===== config.mk =====
export PLATFORM = sky130hd
export DESIGN_NAME = complex_gate_sched_flat
export DESIGN_NICKNAME = d
export VERILOG_FILES = /design/src/rtl/complex_gate_sched_pkg.sv /design/src/rtl/complex_gate_sched_if.sv /design/src/rtl/complex_gate_sched_eval.sv /design/src/rtl/complex_gate_sched.sv /design/src/flat_wrapper.sv
export SDC_FILE = /design/constraint.sdc
export NUM_CORES = 1
export LEC_CHECK = 0
export CAP_MARGIN = 10
export CORE_ASPECT_RATIO = 0.8
export CORE_MARGIN = 4
export CORE_UTILIZATION = 38
export DETAILED_ROUTE_END_ITERATION = 8
export PLACE_DENSITY = 0.95
export SYNTH_ARGS = -nofsm -noshare
export SYNTH_HDL_FRONTEND = slang
export SYNTH_SLANG_ARGS = --single-unit

===== constraint.sdc =====
create_clock -name clk -period 8.15 [get_ports clk]
set_clock_uncertainty 0.05 [all_clocks]
set_input_delay 2.445 -clock clk [delete_from_list [all_inputs] [get_ports clk]]
set_output_delay 2.445 -clock clk [all_outputs]
set_load 0.05 [all_outputs]

===== src/rtl/complex_gate_sched_pkg.sv =====
// Shared constants and the A&(B|C) gate function used by the scheduler and its bench.
// Purely combinational helpers; no state.
package complex_gate_pkg;
  localparam int NREQ_D   = 4;
  localparam int WIDTH_D  = 8;
  localparam int LAT_D    = 2;
  localparam int ABC_MAXW = 64;

  // Callers zero-extend operands to ABC_MAXW and truncate the result to their width.
  function automatic logic [ABC_MAXW-1:0] abc_eval(input logic [ABC_MAXW-1:0] a,
                                                   input logic [ABC_MAXW-1:0] b,
                                                   input logic [ABC_MAXW-1:0] c);
    return a & (b | c);
  endfunction
endpackage


===== src/rtl/complex_gate_sched_if.sv =====
// Requester-side bundle of the shared gate scheduler.
// master = requesters, slave = scheduler.
interface complex_gate_sched_if
  import complex_gate_pkg::*;
#(
  parameter int NREQ  = NREQ_D,
  parameter int WIDTH = WIDTH_D
);
  logic                  en;
  logic [NREQ-1:0]       req_valid;
  logic [NREQ*WIDTH-1:0] req_a;
  logic [NREQ*WIDTH-1:0] req_b;
  logic [NREQ*WIDTH-1:0] req_c;
  logic [NREQ-1:0]       req_ready;
  logic [NREQ-1:0]       rsp_valid;
  logic [WIDTH-1:0]      rsp_data;
  logic [NREQ-1:0]       busy;

  modport master (
    output en, req_valid, req_a, req_b, req_c,
    input  req_ready, rsp_valid, rsp_data, busy
  );

  modport slave (
    input  en, req_valid, req_a, req_b, req_c,
    output req_ready, rsp_valid, rsp_data, busy
  );
endinterface


===== src/rtl/complex_gate_sched_eval.sv =====
// LAT-stage A&(B|C) pipeline tagged with requester index; result formed in stage 0.
// Latency LAT cycles, one entry per cycle, never stalls.
module complex_gate_eval
  import complex_gate_pkg::*;
#(
  parameter int WIDTH = WIDTH_D,
  parameter int LAT   = LAT_D,
  parameter int IDXW  = 2
) (
  input  logic             clk,
  input  logic             rst_n,
  input  logic             in_valid,
  input  logic [IDXW-1:0]  in_idx,
  input  logic [WIDTH-1:0] a,
  input  logic [WIDTH-1:0] b,
  input  logic [WIDTH-1:0] c,
  output logic             out_valid,
  output logic [IDXW-1:0]  out_idx,
  output logic [WIDTH-1:0] out_data
);
  logic [LAT-1:0]   vld_q;
  logic [IDXW-1:0]  idx_q [LAT];
  logic [WIDTH-1:0] dat_q [LAT];

  always_ff @(posedge clk or negedge rst_n) begin
    if (!rst_n) begin
      vld_q <= '0;
      for (int s = 0; s < LAT; s++) begin
        idx_q[s] <= '0;
        dat_q[s] <= '0;
      end
    end else begin
      vld_q[0] <= in_valid;
      idx_q[0] <= in_idx;
      dat_q[0] <= WIDTH'(abc_eval(ABC_MAXW'(a), ABC_MAXW'(b), ABC_MAXW'(c)));
      for (int s = 1; s < LAT; s++) begin
        vld_q[s] <= vld_q[s-1];
        idx_q[s] <= idx_q[s-1];
        dat_q[s] <= dat_q[s-1];
      end
    end
  end

  assign out_valid = vld_q[LAT-1];
  assign out_idx   = idx_q[LAT-1];
  assign out_data  = dat_q[LAT-1];
endmodule


===== src/rtl/complex_gate_sched.sv =====
// Round-robin arbiter sharing one A&(B|C) pipeline among NREQ requesters; result after LAT cycles.
// A requester is held off (req_ready low) while its result is in flight or when en is low.
module complex_gate_sched
  import complex_gate_pkg::*;
#(
  parameter int NREQ  = NREQ_D,
  parameter int WIDTH = WIDTH_D,
  parameter int LAT   = LAT_D
) (
  input  logic                 clk,
  input  logic                 rst_n,
  complex_gate_sched_if.slave  bus
);
  localparam int IDXW = (NREQ > 1) ? $clog2(NREQ) : 1;

  logic [IDXW-1:0]  ptr_q;
  logic [IDXW-1:0]  gnt_idx;
  logic             gnt_any;
  logic [NREQ-1:0]  elig;
  logic [NREQ-1:0]  busy_q;
  logic [NREQ-1:0]  rsp_vec;
  logic             ev_vld;
  logic [IDXW-1:0]  ev_idx;
  logic [WIDTH-1:0] ev_dat;
  logic [WIDTH-1:0] dat_q;

  // rst_n in the term keeps req_ready low for the whole reset, not just after the first edge.
  assign elig = bus.req_valid & ~busy_q & {NREQ{bus.en & rst_n}};

  always_comb begin
    gnt_any = 1'b0;
    gnt_idx = '0;
    for (int k = 0; k < NREQ; k++) begin
      if (!gnt_any && elig[(int'(ptr_q) + k) % NREQ]) begin
        gnt_any = 1'b1;
        gnt_idx = IDXW'((int'(ptr_q) + k) % NREQ);
      end
    end
  end

  assign bus.req_ready = gnt_any ? (NREQ'(1) << gnt_idx) : '0;

  always_comb begin
    rsp_vec = '0;
    if (ev_vld) rsp_vec[ev_idx] = 1'b1;
  end

  // A responding requester is still busy this cycle, so it cannot be re-granted until the next.
  always_ff @(posedge clk or negedge rst_n) begin
    if (!rst_n) begin
      ptr_q  <= '0;
      busy_q <= '0;
      dat_q  <= '0;
    end else begin
      if (gnt_any) ptr_q <= (int'(gnt_idx) == NREQ - 1) ? '0 : gnt_idx + 1'b1;
      busy_q <= (busy_q & ~rsp_vec) | bus.req_ready;
      if (ev_vld) dat_q <= ev_dat;
    end
  end

  complex_gate_eval #(
    .WIDTH (WIDTH),
    .LAT   (LAT),
    .IDXW  (IDXW)
  ) u_eval (
    .clk       (clk),
    .rst_n     (rst_n),
    .in_valid  (gnt_any),
    .in_idx    (gnt_idx),
    .a         (bus.req_a[gnt_idx*WIDTH +: WIDTH]),
    .b         (bus.req_b[gnt_idx*WIDTH +: WIDTH]),
    .c         (bus.req_c[gnt_idx*WIDTH +: WIDTH]),
    .out_valid (ev_vld),
    .out_idx   (ev_idx),
    .out_data  (ev_dat)
  );

  assign bus.rsp_valid = rsp_vec;
  assign bus.rsp_data  = ev_vld ? ev_dat : dat_q;
  assign bus.busy      = busy_q;
endmodule

===== src/flat_wrapper.sv =====
// flat-port wrapper written by rule: the top's interface ports become plain ports
module complex_gate_sched_flat import complex_gate_pkg::*;
#(
  parameter int NREQ  = NREQ_D,
  parameter int WIDTH = WIDTH_D,
  parameter int LAT   = LAT_D
)
  (clk, rst_n, bus_en, bus_req_valid, bus_req_a, bus_req_b, bus_req_c, bus_req_ready, bus_rsp_valid, bus_rsp_data, bus_busy);
  complex_gate_sched_if #(.NREQ(NREQ), .WIDTH(WIDTH)) bus_i ();
  input  logic clk;
  input  logic rst_n;
  input wire logic [$bits(bus_i.en)-1:0] bus_en;
  input wire logic [$bits(bus_i.req_valid)-1:0] bus_req_valid;
  input wire logic [$bits(bus_i.req_a)-1:0] bus_req_a;
  input wire logic [$bits(bus_i.req_b)-1:0] bus_req_b;
  input wire logic [$bits(bus_i.req_c)-1:0] bus_req_c;
  output wire logic [$bits(bus_i.req_ready)-1:0] bus_req_ready;
  output wire logic [$bits(bus_i.rsp_valid)-1:0] bus_rsp_valid;
  output wire logic [$bits(bus_i.rsp_data)-1:0] bus_rsp_data;
  output wire logic [$bits(bus_i.busy)-1:0] bus_busy;
  assign bus_i.en = bus_en;
  assign bus_i.req_valid = bus_req_valid;
  assign bus_i.req_a = bus_req_a;
  assign bus_i.req_b = bus_req_b;
  assign bus_i.req_c = bus_req_c;
  assign bus_req_ready = bus_i.req_ready;
  assign bus_rsp_valid = bus_i.rsp_valid;
  assign bus_rsp_data = bus_i.rsp_data;
  assign bus_busy = bus_i.busy;
  complex_gate_sched #(.NREQ(NREQ), .WIDTH(WIDTH), .LAT(LAT)) u_core (.clk(clk), .rst_n(rst_n), .bus(bus_i));
endmodule

; ---- Word level (Yosys, flattened, before mapping)
; Index checks and enable logic that the tools add are counted.
[word_totals]
input_bits = 103
wordCells = 70
output_inout_bits = 20
romBits = 0
register_bits = 36
mem_bits_rw = 0
latchBits = 0
memories = 0
[op_classes]
eq_ne = 1
mux = 25
multipliers = 0
addsub = 4
order_cmp = 6
n_div = 0
shift = 4
reduce_logical = 10
n_bitwise = 12
[op_table]
columns = operator, n
row1 = $shiftx A32 B6 Y8, 3
row2 = $and A4 B4 Y4, 3
row3 = $lt A3 B4 Y1 const B, 3
row4 = $mux W1, 12
row5 = $mux W2, 5
row6 = $and A8 B8 Y8, 1
row7 = $bmux W1 S2, 4
row8 = $mux W4, 2
row9 = $mux W8, 1
row10 = $not A4 Y4, 2
row11 = $or A8 B8 Y8, 1
row12 = $lt A2 B3 Y1 const B, 2
row13 = $reduce_or A2 Y1, 3
row14 = $add A2 B1 Y2 const B, 2
row15 = $add A2 B2 Y2 const B, 2
row16 = $logic_and A1 B1 Y1, 4
row17 = $or A4 B4 Y4, 1
row18 = $shl A1 B2 Y4 const A, 1
row19 = $and A1 B1 Y1 const A, 3
row20 = $logic_not A1 Y1, 3
row21 = $demux W1 S2, 1
row22 = $eq A2 B1 Y1 const B, 1
row23 = $ge A2 B1 Y1 const B, 1
row24 = $and A1 B1 Y1, 1

; ---- Logic depth before layout (Yosys ltp)
[depth]
depth_word = 18
ltp_mapped = 10
mapped_depth_nobuf = 8

; ---- Hierarchy
; A second synthesis with hierarchy kept.
[unflattened]
hier_cells = 138
area_unflattened_um2 = 2153.3
[modules_own_cells]
columns = module, cells_per_inst, n_inst, area_per_inst_um2, seq_area_each_um2
row1 = complex_gate_sched, 98, 1, 1467.7, 350.3
row2 = complex_gate_eval, 40, 1, 685.7, 550.5

; ---- Least setup slack after synthesis
; Ideal clock, no wire load.
[synth_timing]
path_type = in2out
from = input bus_req_valid[0]
to = output bus_req_ready[3]
path_buffers = 1
path_stages = 7
setup_slack_ns = 1.734
required_ns = 5.655
t_arrival_ns = 3.921
cell_sequence = nor2b_1 a21oi_1 nor2_1 a2111oi_4 buf_6 ha_1 and2_1
[synth_between]
elab_chain_len = 16
word_cells_on_any_way = 29
classes_between = shift (1) / mux (20) / bitwise (2) / reduce/logical (6)
[synth_lines]
columns = item, line
row1 = "start, declared", flat_wrapper.sv:13  ; input wire logic [$bits(bus_i.req_valid)-1:0] bus_req_valid;
row2 = $and A4 B4 Y4 * (2 in a row), complex_gate_sched.sv:28  ; assign elig = bus.req_valid & ~busy_q & {NREQ{bus.en & rst_n}};
row3 = $bmux W1 S2, complex_gate_sched.sv:34  ; if (!gnt_any && elig[(int'(ptr_q) + k) % NREQ]) begin
row4 = $mux W1 (not written as such), complex_gate_sched.sv:34
row5 = $mux W1, complex_gate_sched.sv:34
row6 = $logic_not A1 Y1, complex_gate_sched.sv:34
row7 = $logic_and A1 B1 Y1, complex_gate_sched.sv:34
row8 = $mux W1, complex_gate_sched.sv:34
row9 = $logic_not A1 Y1, complex_gate_sched.sv:34
row10 = $logic_and A1 B1 Y1, complex_gate_sched.sv:34
row11 = $mux W1, complex_gate_sched.sv:34
row12 = $logic_not A1 Y1, complex_gate_sched.sv:34
row13 = $logic_and A1 B1 Y1, complex_gate_sched.sv:34
row14 = $mux W2 *, complex_gate_sched.sv:34
row15 = net u_core.gnt_idx[0], complex_gate_sched.sv:17  ; logic [IDXW-1:0] gnt_idx;
row16 = $shl A1 B2 Y4 *, complex_gate_sched.sv:41  ; assign bus.req_ready = gnt_any ? (NREQ'(1) << gnt_idx) : '0;
row17 = $mux W4 *, complex_gate_sched.sv:41
row18 = "end, declared", flat_wrapper.sv:17  ; output wire logic [$bits(bus_i.req_ready)-1:0] bus_req_ready;
; The timed path passes the listed nets; every way through them passes the cells marked *. The select of a mux whose other input is x is not followed.

; ---- Worst setup path after layout
[layout_timing]
from = input bus_req_valid[0]
to = output bus_req_ready[2]
[layout_between]
elab_chain_len = 16
word_cells_on_any_way = 29
classes_between = shift (1) / mux (20) / bitwise (2) / reduce/logical (6)
[layout_lines]
columns = item, line
row1 = $and A4 B4 Y4 * (2 in a row), complex_gate_sched.sv:28
row2 = $bmux W1 S2, complex_gate_sched.sv:34
row3 = $mux W1 (not written as such), complex_gate_sched.sv:34
row4 = $mux W1, complex_gate_sched.sv:34
row5 = $logic_not A1 Y1, complex_gate_sched.sv:34
row6 = $logic_and A1 B1 Y1, complex_gate_sched.sv:34
row7 = $mux W1, complex_gate_sched.sv:34
row8 = $logic_not A1 Y1, complex_gate_sched.sv:34
row9 = $logic_and A1 B1 Y1, complex_gate_sched.sv:34
row10 = $mux W1, complex_gate_sched.sv:34
row11 = $logic_not A1 Y1, complex_gate_sched.sv:34
row12 = $logic_and A1 B1 Y1, complex_gate_sched.sv:34
row13 = $mux W2, complex_gate_sched.sv:34
row14 = $shl A1 B2 Y4, complex_gate_sched.sv:41
row15 = $mux W4 *, complex_gate_sched.sv:41
; Every way passes the cells marked *; elsewhere a longest branch is shown, timed or not. The select of a mux whose other input is x is not followed.

==> impl_metrics.env <==
export IMPL_grt_use_total_pct=17.65
export IMPL_drc=0
export IMPL_overflow=0
export IMPL_clk_latency_ns=0.29
export IMPL_num_io_pins=123
export IMPL_seq_area_frac_synth_pct=50.14
export IMPL_fin_nets=387
export IMPL_grt_setup_unrepaired="no"
export IMPL_synth_fp_nets=260
export IMPL_synthTopCellsByArea="dfrtp_1 50%, mux2_2 11%, mux2i_1 9.5%, o21ai_0 9.2%, ha_1 2.8%"
export IMPL_critical_path_class="in2out"
export IMPL_crit_fanout=13
export IMPL_area_growth_pct=77.16
export IMPL_hold_path_class="reg2reg"
export IMPL_cts_root_buf="clkbuf_8"
export IMPL_syn_cell_area_mm2=0.001797
export IMPL_cts_resized=0
export IMPL_wl_per_cell_um=15.17
export IMPL_worstPathRequired_ns=5.66
export IMPL_synth_edf_count=0
export IMPL_clk_pin_slew_ns=0.07
export IMPL_cts_setup_buffers=0
export IMPL_cts_buffers=5
export IMPL_final_hold_viol_count=0
export IMPL_fin_crit_sh_pct=85.66
export IMPL_cp_start_kind="input pin"
export IMPL_yosysMostFrequentCell="dfrtp_1"
export IMPL_clock_fmax_mhz=143.2
export IMPL_die_w_um=84.88
export IMPL_met1_usage_pct=16.72
export IMPL_cts_htree_levels=2
export IMPL_min_period_ns=6.982
export IMPL_placed_cells=333
export IMPL_finalMaxSlewViolations=0
export IMPL_fp_dieH_um=69.50
export IMPL_setup_violations=0
export IMPL_final_util_pct=69.66
export IMPL_worst_pin_slew_ns=0.5370
export IMPL_ys_types=27
export IMPL_yosys_area_top_type="dfrtp_1"
export IMPL_totalPowerFinal_uw=619.0
export IMPL_yosys_top_cells_count="36 x dfrtp_1, 33 x o21ai_0, 17 x mux2_2, 17 x mux2i_1, 8 x nor2_1"
export IMPL_synthCells=153
export IMPL_cp_arrival_ns=4.49
export IMPL_dieArea_mm2=0.005899
export IMPL_drt_iter0_markers=44
export IMPL_io_buffers=122
export IMPL_antenna_found_initial=0
export IMPL_row_count=22
export IMPL_cts_tree="yes"
export IMPL_insertedDiodeCount=0
export IMPL_gp_congestion=0.8000
export IMPL_synth_warnings=0
export IMPL_synth_seq_cells=36
export IMPL_p_leak_uw=0.001415
export IMPL_grt_max_degree=37
export IMPL_power_density_mw_per_mm2=194.5
export IMPL_cts_buffer_depth=2
export IMPL_ctsHoldBuffers=0
export IMPL_cap_violations=0
export IMPL_use_met2_pct=33.54
export IMPL_maxSlewHeadroom_pct=64.20
export IMPL_ir_drop_mv=0.1499
export IMPL_grt_pass1_vias=1846
export IMPL_instances_no_fill=341
export IMPL_grt_first_pass_wirelength_um=8142
export IMPL_stdcell_area_mm2=0.003183
export IMPL_dr_pass1_iters=4
export IMPL_setup_tns_final_ns=0
export IMPL_drive_above_1_share_pct=13.17
export IMPL_vias=1659
export IMPL_use_met3_pct=5.938
export IMPL_dp_hpwl_um=4466
export IMPL_async_reset_ff_share_pct=100.0
export IMPL_status="finished, final reports clean"
export IMPL_cts_sinks=36
export IMPL_core_mm2=0.004569
export IMPL_viasPerCell=4.865
export IMPL_num_fill_cells=359
export IMPL_placed_area_mm2=0.003072
export IMPL_gr_max_usage_layer="met2"
export IMPL_avgSynthCellArea_um2=11.74
export IMPL_synthFlopType="dfrtp_1"
export IMPL_ff2ff_setup_slack_ns=6.03
export IMPL_synth_top_area_share_pct=50.14
export IMPL_critical_path_endpoint_type="output port"
export IMPL_routed_wl_um=5172
export IMPL_ant_nets=0
export IMPL_start_util_pct=39.32
critical path, cell delays in order:
cell and delay, ns:
clkdlybuf4s50_1 0.44, nor2b_1 0.18, a21oi_1 0.15, nor2_1 0.08
a2111oi_4 0.31, buf_4 0.26, inv_1 0.09, ha_1 0.19
and2_1 0.15, buf_4 0.19
kinds of logic (layout without fill, tap and decap cells):
| kind of cell | Yosys count | count (layout) | share of synthesized area, % |
|---|---|---|---|
| compound gates | 43 | 43 | 14.76 |
| fa+ha+maj | 4 | 4 | 2.786 |
| buf+inv | 10 | 138 | 4.039 |
| flops | 36 | 36 | 50.14 |
| mux | 34 | 34 | 20.12 |
| simple gates | 26 | 26 | 8.148 |
metrics by stage:
stage | setup slack, ns | hold slack, ns
5_1_grt | 1.026 | 0.3133
3_5_place_dp | 1.167 | 0.2847
6_report | 1.168 | 0.3004
2_1_floorplan | 1.734 | 0.2812
4_1_cts | 1.159 | 0.3005
3_3_place_gp | 1.220 | 0.2811
final timing paths:
path,from,end,cells past startpoint
max in group asynchronous,rst_n,u_core.u_eval.dat_q[15]$_DFF_PN0_,2
worst max register to register,u_core.bus.busy[1]$_DFF_PN0_,u_core.bus.busy[0]$_DFF_PN0_,9
worst min register to register,u_core.u_eval.dat_q[10]$_DFF_PN0_,u_core.u_eval.out_data[2]$_DFF_PN0_,0
worst max-delay path,bus_req_valid[0],bus_req_ready[2],10
worst min-delay path,u_core.u_eval.dat_q[10]$_DFF_PN0_,u_core.u_eval.out_data[2]$_DFF_PN0_,0
min in group asynchronous,rst_n,u_core.bus.busy[2]$_DFF_PN0_,2
report_power, final:
part | leakage, µW | total (µW) | internal (µW) | switching [µW]
logic | 0.000921 | 243 | 111 | 132
registers | 0.000440 | 222 | 208 | 13.3
clock network | 0.0000541 | 154 | 90.4 | 63.5
cell usage in the layout (no fill, tap or decap), types with 2 or more instances in the layout:
cell type        synthesis  final
nor2b_1                  3      3
clkdlybuf4s50_1          0    117
buf_4                    1      5
mux2i_1                 17     17
o21ai_0                 33     33
inv_1                    5      5
nor2_1                   8      8
and2_1                   4      4
ha_1                     4      4
mux2_2                  17     17
clkbuf_8                 0      5
dfrtp_1                 36     36
nand2b_1                 4      4
o21bai_1                 3      3
buf_12                   1      2
nand2_1                  3      3
final cells by class:
class | instances | area, µm² | area share [%]
repair buffers | 125 | 1254 | 39.39
multi-input cells | 107 | 823.3 | 25.86
clock buffers | 5 | 68.82 | 2.162
flip-flops and latches | 36 | 900.9 | 28.30
inverters | 5 | 18.77 | 0.5896
well taps | 60 | 75.07 | 2.358
clock inverters | 3 | 42.54 | 1.336
per-layer routing:
metal / share of wire, % / wire [µm] / vias to the layer above
li1: - / - / 791
met1: 35 / 1817 / 769
met2: 53 / 2718 / 85
met3: 9.0 / 464 / 14
met4: 3.3 / 171 / 0
met5: 0 / 0 / -
flip-flops by register name, indices dropped and copies added, names as in the netlist:
signal	count
u_core.dat_q	8
u_core.u_eval.dat_q	8
u_core.u_eval.out_data	8
u_core.bus.busy	4
u_core.ptr_q	2
u_core.u_eval.idx_q	2
u_core.u_eval.out_idx	2
u_core.u_eval.vld_q	2
Power figures use the tool's default switching activity.
